### config.mk
export PLATFORM = sky130hd
export DESIGN_NAME = athos_xif_ooo_ctrl
export DESIGN_NICKNAME = d
export VERILOG_FILES = /design/src/rtl/athos_pkg.sv /design/src/rtl/athos_xif_queue.sv /design/src/rtl/athos_xif_ooo_ctrl.sv
export SDC_FILE = /design/constraint.sdc
export NUM_CORES = 1
export LEC_CHECK = 0
export BUFFER_PORTS_ARGS = -buffer_cell sky130_fd_sc_hd__clkbuf_2
export CORE_MARGIN = 10
export CORE_UTILIZATION = 30
export CTS_CLUSTER_DIAMETER = 120
export DETAILED_ROUTE_END_ITERATION = 7
export SLEW_MARGIN = 20
export SYNTH_ARGS = -nofsm -noshare
export SYNTH_HDL_FRONTEND = slang
export SYNTH_HIERARCHICAL = 1
export SYNTH_SLANG_ARGS = --single-unit
### constraint.sdc
create_clock -name clk_i -period 19.05 [get_ports clk_i]
set_input_delay 0.9525 -clock clk_i [delete_from_list [all_inputs] [get_ports clk_i]]
set_output_delay 0.9525 -clock clk_i [all_outputs]
set_load 0.02 [all_outputs]
### src/rtl/athos_pkg.sv
// rtl/athos_pkg.sv - Shared encodings, instruction views and queue entry type for the ATHOS XIF offload controller.
package athos_pkg;

    // Entry storage is sized for the widest supported configuration; the top truncates.
    localparam int ID_MAX_W = 16;
    localparam int XLEN_MAX = 64;

    localparam logic [6:0] OPC_ATHOS_R = 7'b0001011;
    localparam logic [6:0] OPC_ATHOS_I = 7'b0101011;

    localparam logic [2:0] F3_MONTG     = 3'd0;
    localparam logic [2:0] F3_BARRETT   = 3'd1;
    localparam logic [2:0] F3_CBD       = 3'd2;
    localparam logic [2:0] F3_POLY      = 3'd3;
    localparam logic [2:0] F3_KEM       = 3'd4;
    localparam logic [2:0] F3_LOAD64    = 3'd5;
    localparam logic [2:0] F3_LOAD24_LE = 3'd0;
    localparam logic [2:0] F3_LOAD32_LE = 3'd1;

    localparam logic [1:0] INSR_R = 2'b01;
    localparam logic [1:0] INSR_I = 2'b10;

    typedef struct packed {
        logic [6:0] funct7;
        logic [4:0] rs2;
        logic [4:0] rs1;
        logic [2:0] funct3;
        logic [4:0] rd;
        logic [6:0] opcode;
    } athos_r_t;

    typedef struct packed {
        logic [11:0] imm;
        logic [4:0]  rs1;
        logic [2:0]  funct3;
        logic [4:0]  rd;
        logic [6:0]  opcode;
    } athos_i_t;

    typedef union packed {
        athos_r_t r;
        athos_i_t i;
    } athos_instr_u;

    typedef struct packed {
        logic [ID_MAX_W-1:0] id;
        logic [4:0]          rd;
        logic [2:0]          mode;
        logic [6:0]          funct7;
        logic [11:0]         imm;
        logic [XLEN_MAX-1:0] rs0;
        logic [XLEN_MAX-1:0] rs1;
        logic [1:0]          insr;
        logic                committed;
        logic                killed;
    } athos_entry_t;

    typedef enum logic [1:0] {
        ST_IDLE,
        ST_DISPATCH,
        ST_WAIT,
        ST_RESP
    } athos_state_t;

endpackage

### src/rtl/athos_xif_queue.sv
// rtl/athos_xif_queue.sv - In-order instruction FIFO whose entries are marked committed/killed by id.
module athos_xif_queue
    import athos_pkg::*;
#(
    parameter int DEPTH = 4
) (
    input  logic                        clk_i,
    input  logic                        rst_i,
    input  logic                        push_i,
    input  athos_entry_t                push_entry_i,
    input  logic                        pop_i,
    input  logic                        commit_valid_i,
    input  logic [ID_MAX_W-1:0]         commit_id_i,
    input  logic                        commit_kill_i,
    output athos_entry_t                head_o,
    output logic                        head_valid_o,
    output logic [$clog2(DEPTH):0]      count_o
);

    localparam int PW = $clog2(DEPTH);

    athos_entry_t       mem_q [DEPTH];
    logic [DEPTH-1:0]   vld_q;
    logic [PW-1:0]      wr_q;
    logic [PW-1:0]      rd_q;
    logic [PW:0]        cnt_q;
    logic [PW:0]        cnt_d;
    athos_entry_t       push_upd;

    // A commit/kill for the id being written this cycle must not be lost.
    always_comb begin
        push_upd = push_entry_i;
        if (commit_valid_i && (push_entry_i.id == commit_id_i)) begin
            if (commit_kill_i) push_upd.killed    = 1'b1;
            else               push_upd.committed = 1'b1;
        end
    end

    always_comb begin
        cnt_d = cnt_q;
        if (push_i && !pop_i)      cnt_d = cnt_q + 1'b1;
        else if (!push_i && pop_i) cnt_d = cnt_q - 1'b1;
    end

    always_ff @(posedge clk_i or posedge rst_i) begin
        if (rst_i) begin
            for (int i = 0; i < DEPTH; i++) mem_q[i] <= '0;
            vld_q <= '0;
            wr_q  <= '0;
            rd_q  <= '0;
            cnt_q <= '0;
        end else begin
            for (int i = 0; i < DEPTH; i++) begin
                if (commit_valid_i && vld_q[i] && (mem_q[i].id == commit_id_i)) begin
                    if (commit_kill_i) mem_q[i].killed    <= 1'b1;
                    else               mem_q[i].committed <= 1'b1;
                end
            end
            if (push_i) begin
                mem_q[wr_q] <= push_upd;
                vld_q[wr_q] <= 1'b1;
                wr_q        <= wr_q + 1'b1;
            end
            if (pop_i) begin
                vld_q[rd_q] <= 1'b0;
                rd_q        <= rd_q + 1'b1;
            end
            cnt_q <= cnt_d;
        end
    end

    assign head_o       = mem_q[rd_q];
    assign head_valid_o = vld_q[rd_q];
    assign count_o      = cnt_q;

endmodule

### src/rtl/athos_xif_ooo_ctrl.sv
// rtl/athos_xif_ooo_ctrl.sv - XIF issue/commit front end feeding one accelerator in order; ATHOS_XIF_LOAD64_EN enables LOAD64.
module athos_xif_ooo_ctrl
    import athos_pkg::*;
#(
    parameter int DEPTH = 4,
    parameter int ID_W  = 4,
    parameter int XLEN  = 32
) (
    input  logic              clk_i,
    input  logic              rst_i,
    input  logic              issue_valid_i,
    output logic              issue_ready_o,
    input  logic [31:0]       issue_instr_i,
    input  logic [ID_W-1:0]   issue_id_i,
    input  logic [XLEN-1:0]   issue_rs0_i,
    input  logic [XLEN-1:0]   issue_rs1_i,
    output logic              issue_accept_o,
    output logic              issue_writeback_o,
    output logic              issue_dualwrite_o,
    input  logic              commit_valid_i,
    input  logic [ID_W-1:0]   commit_id_i,
    input  logic              commit_kill_i,
    output logic              acc_valid_o,
    input  logic              acc_ready_i,
    output logic [2:0]        acc_mode_o,
    output logic [6:0]        acc_funct7_o,
    output logic [11:0]       acc_imm_o,
    output logic [XLEN-1:0]   acc_rs1_o,
    output logic [XLEN-1:0]   acc_rs2_o,
    output logic [1:0]        acc_insr_o,
    input  logic              acc_done_i,
    input  logic [2*XLEN-1:0] acc_result_i,
    output logic              result_valid_o,
    input  logic              result_ready_i,
    output logic [ID_W-1:0]   result_id_o,
    output logic [4:0]        result_rd_o,
    output logic              result_we_o,
    output logic [2*XLEN-1:0] result_data_o,
    output logic              busy_o
);

    localparam int CW = $clog2(DEPTH) + 1;

    athos_instr_u      instr;
    logic              is_r;
    logic              is_i;
    logic              dec_ok;
    logic              dec_dual;
    logic              push;
    logic              pop;
    athos_entry_t      push_entry;
    athos_entry_t      head;
    logic              head_valid;
    logic [CW-1:0]     q_count;

    athos_state_t      state_q;
    athos_entry_t      lat_q;
    logic              acc_valid_q;
    logic              result_valid_q;
    logic [2*XLEN-1:0] res_data_q;

    assign instr = issue_instr_i;
    assign is_r  = (instr.r.opcode == OPC_ATHOS_R);
    assign is_i  = (instr.r.opcode == OPC_ATHOS_I);

    always_comb begin
        dec_ok   = 1'b0;
        dec_dual = 1'b0;
        if (is_r) begin
            case (instr.r.funct3)
                F3_MONTG, F3_BARRETT, F3_CBD, F3_POLY, F3_KEM: dec_ok = 1'b1;
`ifdef ATHOS_XIF_LOAD64_EN
                F3_LOAD64: begin
                    dec_ok   = 1'b1;
                    dec_dual = 1'b1;
                end
`endif
                default: dec_ok = 1'b0;
            endcase
        end else if (is_i) begin
            dec_ok = (instr.i.funct3 == F3_LOAD24_LE) || (instr.i.funct3 == F3_LOAD32_LE);
        end
    end

    // Decode is combinational but forced quiet while reset is held.
    assign issue_accept_o    = dec_ok & ~rst_i;
    assign issue_writeback_o = dec_ok & ~rst_i;
`ifdef ATHOS_XIF_LOAD64_EN
    assign issue_dualwrite_o = dec_dual & ~rst_i;
`else
    assign issue_dualwrite_o = 1'b0;
`endif

    assign issue_ready_o = (q_count < CW'(DEPTH));
    assign push          = issue_valid_i & issue_ready_o & issue_accept_o;

    always_comb begin
        push_entry           = '0;
        push_entry.id        = ID_MAX_W'(issue_id_i);
        push_entry.rd        = instr.r.rd;
        push_entry.mode      = instr.r.funct3;
        push_entry.funct7    = is_r ? instr.r.funct7 : 7'd0;
        push_entry.imm       = is_i ? instr.i.imm : 12'd0;
        push_entry.rs0       = XLEN_MAX'(issue_rs0_i);
        push_entry.rs1       = XLEN_MAX'(issue_rs1_i);
        push_entry.insr      = is_r ? INSR_R : INSR_I;
    end

    assign pop = (state_q == ST_IDLE) && head_valid && (head.killed || head.committed);

    athos_xif_queue #(
        .DEPTH (DEPTH)
    ) u_queue (
        .clk_i          (clk_i),
        .rst_i          (rst_i),
        .push_i         (push),
        .push_entry_i   (push_entry),
        .pop_i          (pop),
        .commit_valid_i (commit_valid_i),
        .commit_id_i    (ID_MAX_W'(commit_id_i)),
        .commit_kill_i  (commit_kill_i),
        .head_o         (head),
        .head_valid_o   (head_valid),
        .count_o        (q_count)
    );

    // Once latched, the instruction lives only in lat_q, so later kills cannot reach it.
    always_ff @(posedge clk_i or posedge rst_i) begin
        if (rst_i) begin
            state_q        <= ST_IDLE;
            lat_q          <= '0;
            acc_valid_q    <= 1'b0;
            result_valid_q <= 1'b0;
            res_data_q     <= '0;
        end else begin
            case (state_q)
                ST_IDLE: begin
                    if (head_valid && !head.killed && head.committed) begin
                        lat_q       <= head;
                        acc_valid_q <= 1'b1;
                        state_q     <= ST_DISPATCH;
                    end
                end
                ST_DISPATCH: begin
                    if (acc_ready_i) begin
                        acc_valid_q <= 1'b0;
                        state_q     <= ST_WAIT;
                    end
                end
                ST_WAIT: begin
                    if (acc_done_i) begin
`ifdef ATHOS_XIF_LOAD64_EN
                        res_data_q <= acc_result_i;
`else
                        res_data_q <= {{XLEN{1'b0}}, acc_result_i[XLEN-1:0]};
`endif
                        result_valid_q <= 1'b1;
                        state_q        <= ST_RESP;
                    end
                end
                ST_RESP: begin
                    if (result_ready_i) begin
                        result_valid_q <= 1'b0;
                        state_q        <= ST_IDLE;
                    end
                end
                default: state_q <= ST_IDLE;
            endcase
        end
    end

    assign acc_valid_o    = acc_valid_q;
    assign acc_mode_o     = lat_q.mode;
    assign acc_funct7_o   = lat_q.funct7;
    assign acc_imm_o      = lat_q.imm;
    assign acc_rs1_o      = lat_q.rs0[XLEN-1:0];
    assign acc_rs2_o      = lat_q.rs1[XLEN-1:0];
    assign acc_insr_o     = lat_q.insr;
    assign result_valid_o = result_valid_q;
    assign result_we_o    = result_valid_q;
    assign result_id_o    = lat_q.id[ID_W-1:0];
    assign result_rd_o    = lat_q.rd;
    assign result_data_o  = res_data_q;
    assign busy_o         = (q_count != '0) || (state_q != ST_IDLE);

    logic unused_ok;
    assign unused_ok = ^{lat_q, issue_instr_i, acc_result_i};

endmodule

==> flow_summary_export.csv, run 1 <==
group,metric,value,unit
outcome,status,"complete, no violations",
power,power.switching,709,uW
global_routing,grt_max_degree,134,
power,ir_worst_vdd,74.4,uV
sta,tns,0,ns
drt,drtIter0Drc,1250,
flow_run,maxCapViolCount,0,
logic_synthesis,yosysWarningCount,6,
worst_setup_path,critPathKind,"primary input to register",
worst_setup_path,crit_path_max_incr_delay,0.99,ns
floorplan,dieArea,0.0991,mm2
floorplan,coreArea,0.0865,mm2
clock_tree,cts_hold_buffers,0,
sta,rsz0062_at_grt,"no",
worst_setup_path,cp_cell_sequence,"clkbuf_2 > nor4b_1 > nand3_1 > nor3_1 > and3_1 > and2_4 > buf_4 > a22oi_1",
sta,skew,0.0331,ns
power,clockPowerShare,46.2,%
worst_setup_path,critPathMaxFanout,71,
floorplan,num_io_pins,345,
sta,fin_crit_sh,21.8,%
worst_setup_path,startpoint_type,"primary input",
sta,setup_ws,14.90,ns
worst_setup_path,arrival,4.60,ns
worst_setup_path,end_kind,"register",
power,switching_share,24.6,%
layout,syn_to_final_growth,18.2,%
clock_tree,post_cts_buffers,0,
clock_tree,cts.htree.levels,3,
clock_tree,cts-root-buf,"clkbuf_16",
sta,tightestPinTransition,1.15,ns
layout,final_area,0.0308,mm2
worst_setup_path,cp_num_buf_inv,2,
power,p_per_area,93.7,mW/mm2
power,internal_power,2.18,mW
power,comb_power_share,8.5,%
layout,final_common_cell,"nand2_1",
placement,dpl-instance-area,0.0285,mm2
sta,max_freq,241,MHz
drt,routedWlPerCell,18.2,um
sta,finalHoldViolations,0,
placement,numPortBuffers,274,
clock_tree,clk_path_buf_depth,3,
floorplan,initial_utilization,30.2,%
worst_setup_path,cp_top_family,"simple AND/OR/NAND/NOR gates",
worst_hold_path,min_path_type,"primary input to asynchronous set/reset pin",
drt,vias_per_cell,4.57,
placement,preCtsSetupSlack,14.32,ns
floorplan,die_y,315,um
drt,via_count,18500,
layout,nets,3028,
layout,drive_above_1_share,21.8,%
sta,slew_viol_final,0,
drt,wl,73.7,mm
clock_tree,cts_sinks,588,
power,p_seq_share,45.3,%
global_routing,track_usage,14.8,%
global_routing,grt_pass1_vias,19400,
floorplan,die_x,315,um
clock_tree,clk_latency,0.61,ns
global_routing,grt_pass1_wl,116,mm
placement,place.gp.congestion,0.759,
placement,hpwl,43.4,mm
clock_tree,clkTransAtPathRegs,0.07,ns
layout,final_cell_mix,"nand2_1, dfrtp_1, clkbuf_2",
sta,setup_violations,0,
clock_tree,cts_tree,"built",
logic_synthesis,synthCells,2586,
sta,slew_headroom,23.5,%
worst_setup_path,slowest_stage,"and2_4",
clock_tree,post_cts_resized,0,
drt,drc,0,
drt,postRouteAntennaNets,0,
floorplan,row_count,108,
worst_setup_path,cp.required,19.50,ns
sta,fin_crit,4.15,ns
drt,firstDrtPassIters,5,
global_routing,antenna_found_initial,9,
global_routing,overflow,0,
logic_synthesis,synthesis.area,0.0261,mm2
logic_synthesis,post_synth.cell_area_avg,10.1,um2
clock_tree,cts-buffers-inserted,70,
power,leakagePower,16.5,nW
==> cell type report <==
type / instances / area, um2
fill: 8710 / 55600
timing repair buffer: 297 / 1570
tap: 1155 / 1450
clock buffer: 102 / 2040
antenna: 5 / 12.5
sequential: 588 / 14700
inverter: 20 / 87.6
multi-input combinational: 1861 / 10700
clock inverter: 21 / 236
==> stage by stage <==
stage | power (mW) | hold WS, ns | cells | util (%)
6_report | 2.89 | 0.465 | 4049 | 35.7
5_1_grt | 3.01 | 0.478 | 4049 | 35.7
4_1_cts | 2.94 | 0.439 | 4043 | 35.6
3_5_place_dp | 1.58 | 0.457 | 3920 | 33.0
3_3_place_gp | 1.58 | 0.451 | 3920 | 33.0
2_1_floorplan | 1.49 | 0.439 | 2690 | -
==> power by group through the flow <==
stage | clock (mW) | sequential [mW] | combinational, mW
floorplan | 0 | 1.38 | 0.114
global placement | 0 | 1.33 | 0.247
detailed placement | 0 | 1.33 | 0.249
CTS | 1.38 | 1.31 | 0.250
global route | 1.43 | 1.31 | 0.270
finish | 1.34 | 1.31 | 0.245
==> state kept, by name (all words and copies together) (netlist names), 3 cells and up <==
signal	count
acc_funct7_o	7
u_queue/vld_q	4
result_id_o	4
result_data_o	32
acc_rs1_o	32
acc_imm_o	12
u_queue/mem_q	444
acc_rs2_o	32
acc_mode_o	3
u_queue/count_o	3
result_rd_o	5
==> routing by layer <==
layer	track usage, %	wire length (um)	up-vias
met2	24.1	34800	489
met4	4.74	1500	4
li1	-	-	8599
met3	3.13	4490	93
met5	0	15	-
met1	19.5	32900	9331
==> worst paths after layout <==
check | startpoint | endpoint | slack (ns) | depth (start not counted)
worst min register to register | u_queue/mem_q[274] | u_queue/mem_q[274] | 0.47 | 2
min in group clk_i | u_queue/mem_q[274] | u_queue/mem_q[274] | 0.47 | 2
max in group asynchronous | rst_i | u_queue/mem_q[253] | 16.14 | 4
worst min-delay path | rst_i | acc_funct7_o[6] | 0.47 | 2
worst max register to register | u_queue/rd_q[0] | acc_rs2_o[31] | 15.52 | 4
worst max-delay path | issue_instr_i[2] | u_queue/mem_q[175] | 14.90 | 8
No activity file was read; power rests on OpenSTA's default activity.
==> run 2: changes to the inputs <==
- clock period: 19.05 -> 4.2 ns (I/O delays scaled with it)
==> run 2 against run 1 <==
Against the previous run: clock-buffer cell count shrank 4; die area did not move; worst setup slack worse by 14 ns; critical path type unchanged.
==> flow_summary_export.csv, run 2 (same netlist as run 1, synthesis figures left out) <==
group,metric,value,unit
outcome,status,"complete, no violations",
sta,finalHoldViolations,0,
clock_tree,cts_tree,"built",
clock_tree,clk_latency,0.61,ns
power,comb_power_share,9.2,%
power,clockPowerShare,47.0,%
worst_setup_path,critPathMaxFanout,46,
drt,drc,0,
worst_setup_path,slowest_stage,"and3_1",
drt,wl,74.9,mm
power,leakagePower,17.2,nW
power,switching_share,24.1,%
global_routing,grt_pass1_vias,20200,
floorplan,die_x,315,um
sta,setup_ws,1.05,ns
drt,via_count,19000,
worst_setup_path,cp_cell_sequence,"dlygate4sd3_1 > clkbuf_2 > o21ai_0 > a21oi_1 > nor3_1 > and3_1 > and2_4 > buf_12 > nand2_1 > nand2_1",
layout,largest_reg_flops,444,
power,p_per_area,417,mW/mm2
placement,place.gp.congestion,0.773,
worst_setup_path,critPathKind,"primary input to register",
placement,preCtsSetupSlack,1.04,ns
drt,vias_per_cell,4.54,
sta,setup_violations,0,
worst_setup_path,cp.required,4.73,ns
sta,tightestPinTransition,1.03,ns
drt,postRouteAntennaNets,0,
layout,final_common_cell,"nand2_1",
flow_run,maxCapViolCount,0,
placement,dpl-instance-area,0.0288,mm2
worst_setup_path,crit_path_max_incr_delay,0.73,ns
drt,routedWlPerCell,17.9,um
placement,hpwl,44.9,mm
worst_setup_path,cp_num_buf_inv,3,
sta,skew,0.0265,ns
layout,syn_to_final_growth,24.6,%
drt,drtIter0Drc,1479,
power,p_seq_share,43.9,%
floorplan,coreArea,0.0865,mm2
global_routing,grt_max_degree,132,
layout,final_cell_mix,"nand2_1, dfrtp_1, clkbuf_2",
worst_hold_path,min_path_type,"primary input to register",
layout,drive_above_1_share,21.4,%
sta,fin_crit_sh,75.0,%
sta,whs,0.0405,ns
floorplan,row_count,108,
worst_setup_path,startpoint_type,"primary input",
global_routing,antenna_found_initial,5,
placement,numPortBuffers,274,
floorplan,num_io_pins,345,
layout,final_area,0.0325,mm2
floorplan,dieArea,0.0991,mm2
clock_tree,cts.htree.levels,3,
clock_tree,cts_sinks,588,
sta,rsz0062_at_grt,"no",
worst_setup_path,cp_top_family,"simple AND/OR/NAND/NOR gates",
global_routing,overflow,0,
sta,slew_headroom,31.1,%
power,internal_power,10.3,mW
clock_tree,cts-root-buf,"clkbuf_16",
sta,fin_crit,3.15,ns
layout,top_register,"u_queue/mem_q",
layout,nets,3163,
worst_setup_path,worst-path-stages,10,
worst_hold_path,min_path_cells,4,
floorplan,initial_utilization,30.2,%
sta,max_freq,318,MHz
layout,fill_cells,8536,
sta,slew_viol_final,0,
drt,firstDrtPassIters,5,
clock_tree,clk_path_buf_depth,3,
power,power.switching,3.27,mW
clock_tree,clkTransAtPathRegs,0.06,ns
worst_setup_path,arrival,3.68,ns
worst_setup_path,crit_path_frequent_cell,"nand2_1",
global_routing,grt_pass1_wl,119,mm
global_routing,track_usage,15.1,%
clock_tree,post_cts_resized,0,
clock_tree,cts-buffers-inserted,71,
floorplan,die_y,315,um
worst_setup_path,r2r_cells,10,
worst_setup_path,end_kind,"register",
power,ir_worst_vdd,371,uV
run 2: changes by cell type in the layout (fill, tap and decap cells not counted), sizes merged:
cell	previous run	this run
bufinv	4	8
buf	23	34
inv	24	22
clkinvlp	2	1
dlygate4sd3	0	123
clkinv	11	14
diode	5	2
clkbuf	376	372
run 2: routing by layer:
metal | wire length [um] | vias to the layer above | GRT usage (%) | share of wire (%)
met4 | 1760 | 2 | 4.61 | 2.3
met5 | 7 | - | 0 | 0.0093
met1 | 33500 | 9509 | 20.1 | 45
met2 | 35200 | 493 | 24.4 | 47
met3 | 4370 | 110 | 3.29 | 5.8
li1 | - | 8865 | - | -
run 2: cell type report:
cell class	count	area [um2]	share of cell area, %
Clock inverter	25	359	1.11
Sequential cell	588	14700	45.3
Clock buffer	98	2060	6.34
Tap cell	1155	1450	4.45
Timing Repair Buffer	431	3100	9.53
Multi-Input combinational cell	1861	10700	33.0
Inverter	20	83.8	0.258
Antenna cell	2	5.00	0.0154
run 2: worst min-delay path: stages:
cell      delay (ns)
clkbuf_2        0.11
and2_1          0.18
nand2_1         0.07
nand2_1         0.04
run 2: timing repair:
action                                 4_1_cts  5_1_grt
hold buffers                               123        0
buffers inserted                             0        0
endpoints found under the hold margin      458        0
run 2: power groups by stage:
stage,registers [mW],clock network [mW],logic (mW)
final,5.93,6.35,1.24
after global routing,5.95,6.78,1.36
after CTS,5.93,6.55,1.26
after detailed placement,6.03,0,1.15
after global placement,6.02,0,1.13
after floorplan,6.25,0,0.519
run 2: per-stage QoR:
step,setup TNS (ns),total power [mW],utilization (%),cells
floorplan,-985.10,6.76,-,2690
CTS,0,13.7,37.6,4178
global placement,0,7.16,33.3,3932
finish,0,13.5,37.6,4180
detailed placement,0,7.18,33.3,3932
global route,0,14.1,37.6,4180
run 2: final timing paths:
kind	startpoint	endpoint	slack [ns]
worst max register to register	u_queue/rd_q[1]	u_queue/count_o[2]	1.20
max in group asynchronous	rst_i	u_queue/mem_q[192]	2.77
worst max-delay path	issue_instr_i[12]	u_queue/mem_q[599]	1.05
worst min register to register	u_queue/mem_q[4]	u_queue/mem_q[4]	0.47
min in group asynchronous	rst_i	u_queue/mem_q[489]	0.26
worst min-delay path	issue_instr_i[28]	u_queue/mem_q[147]	0.04
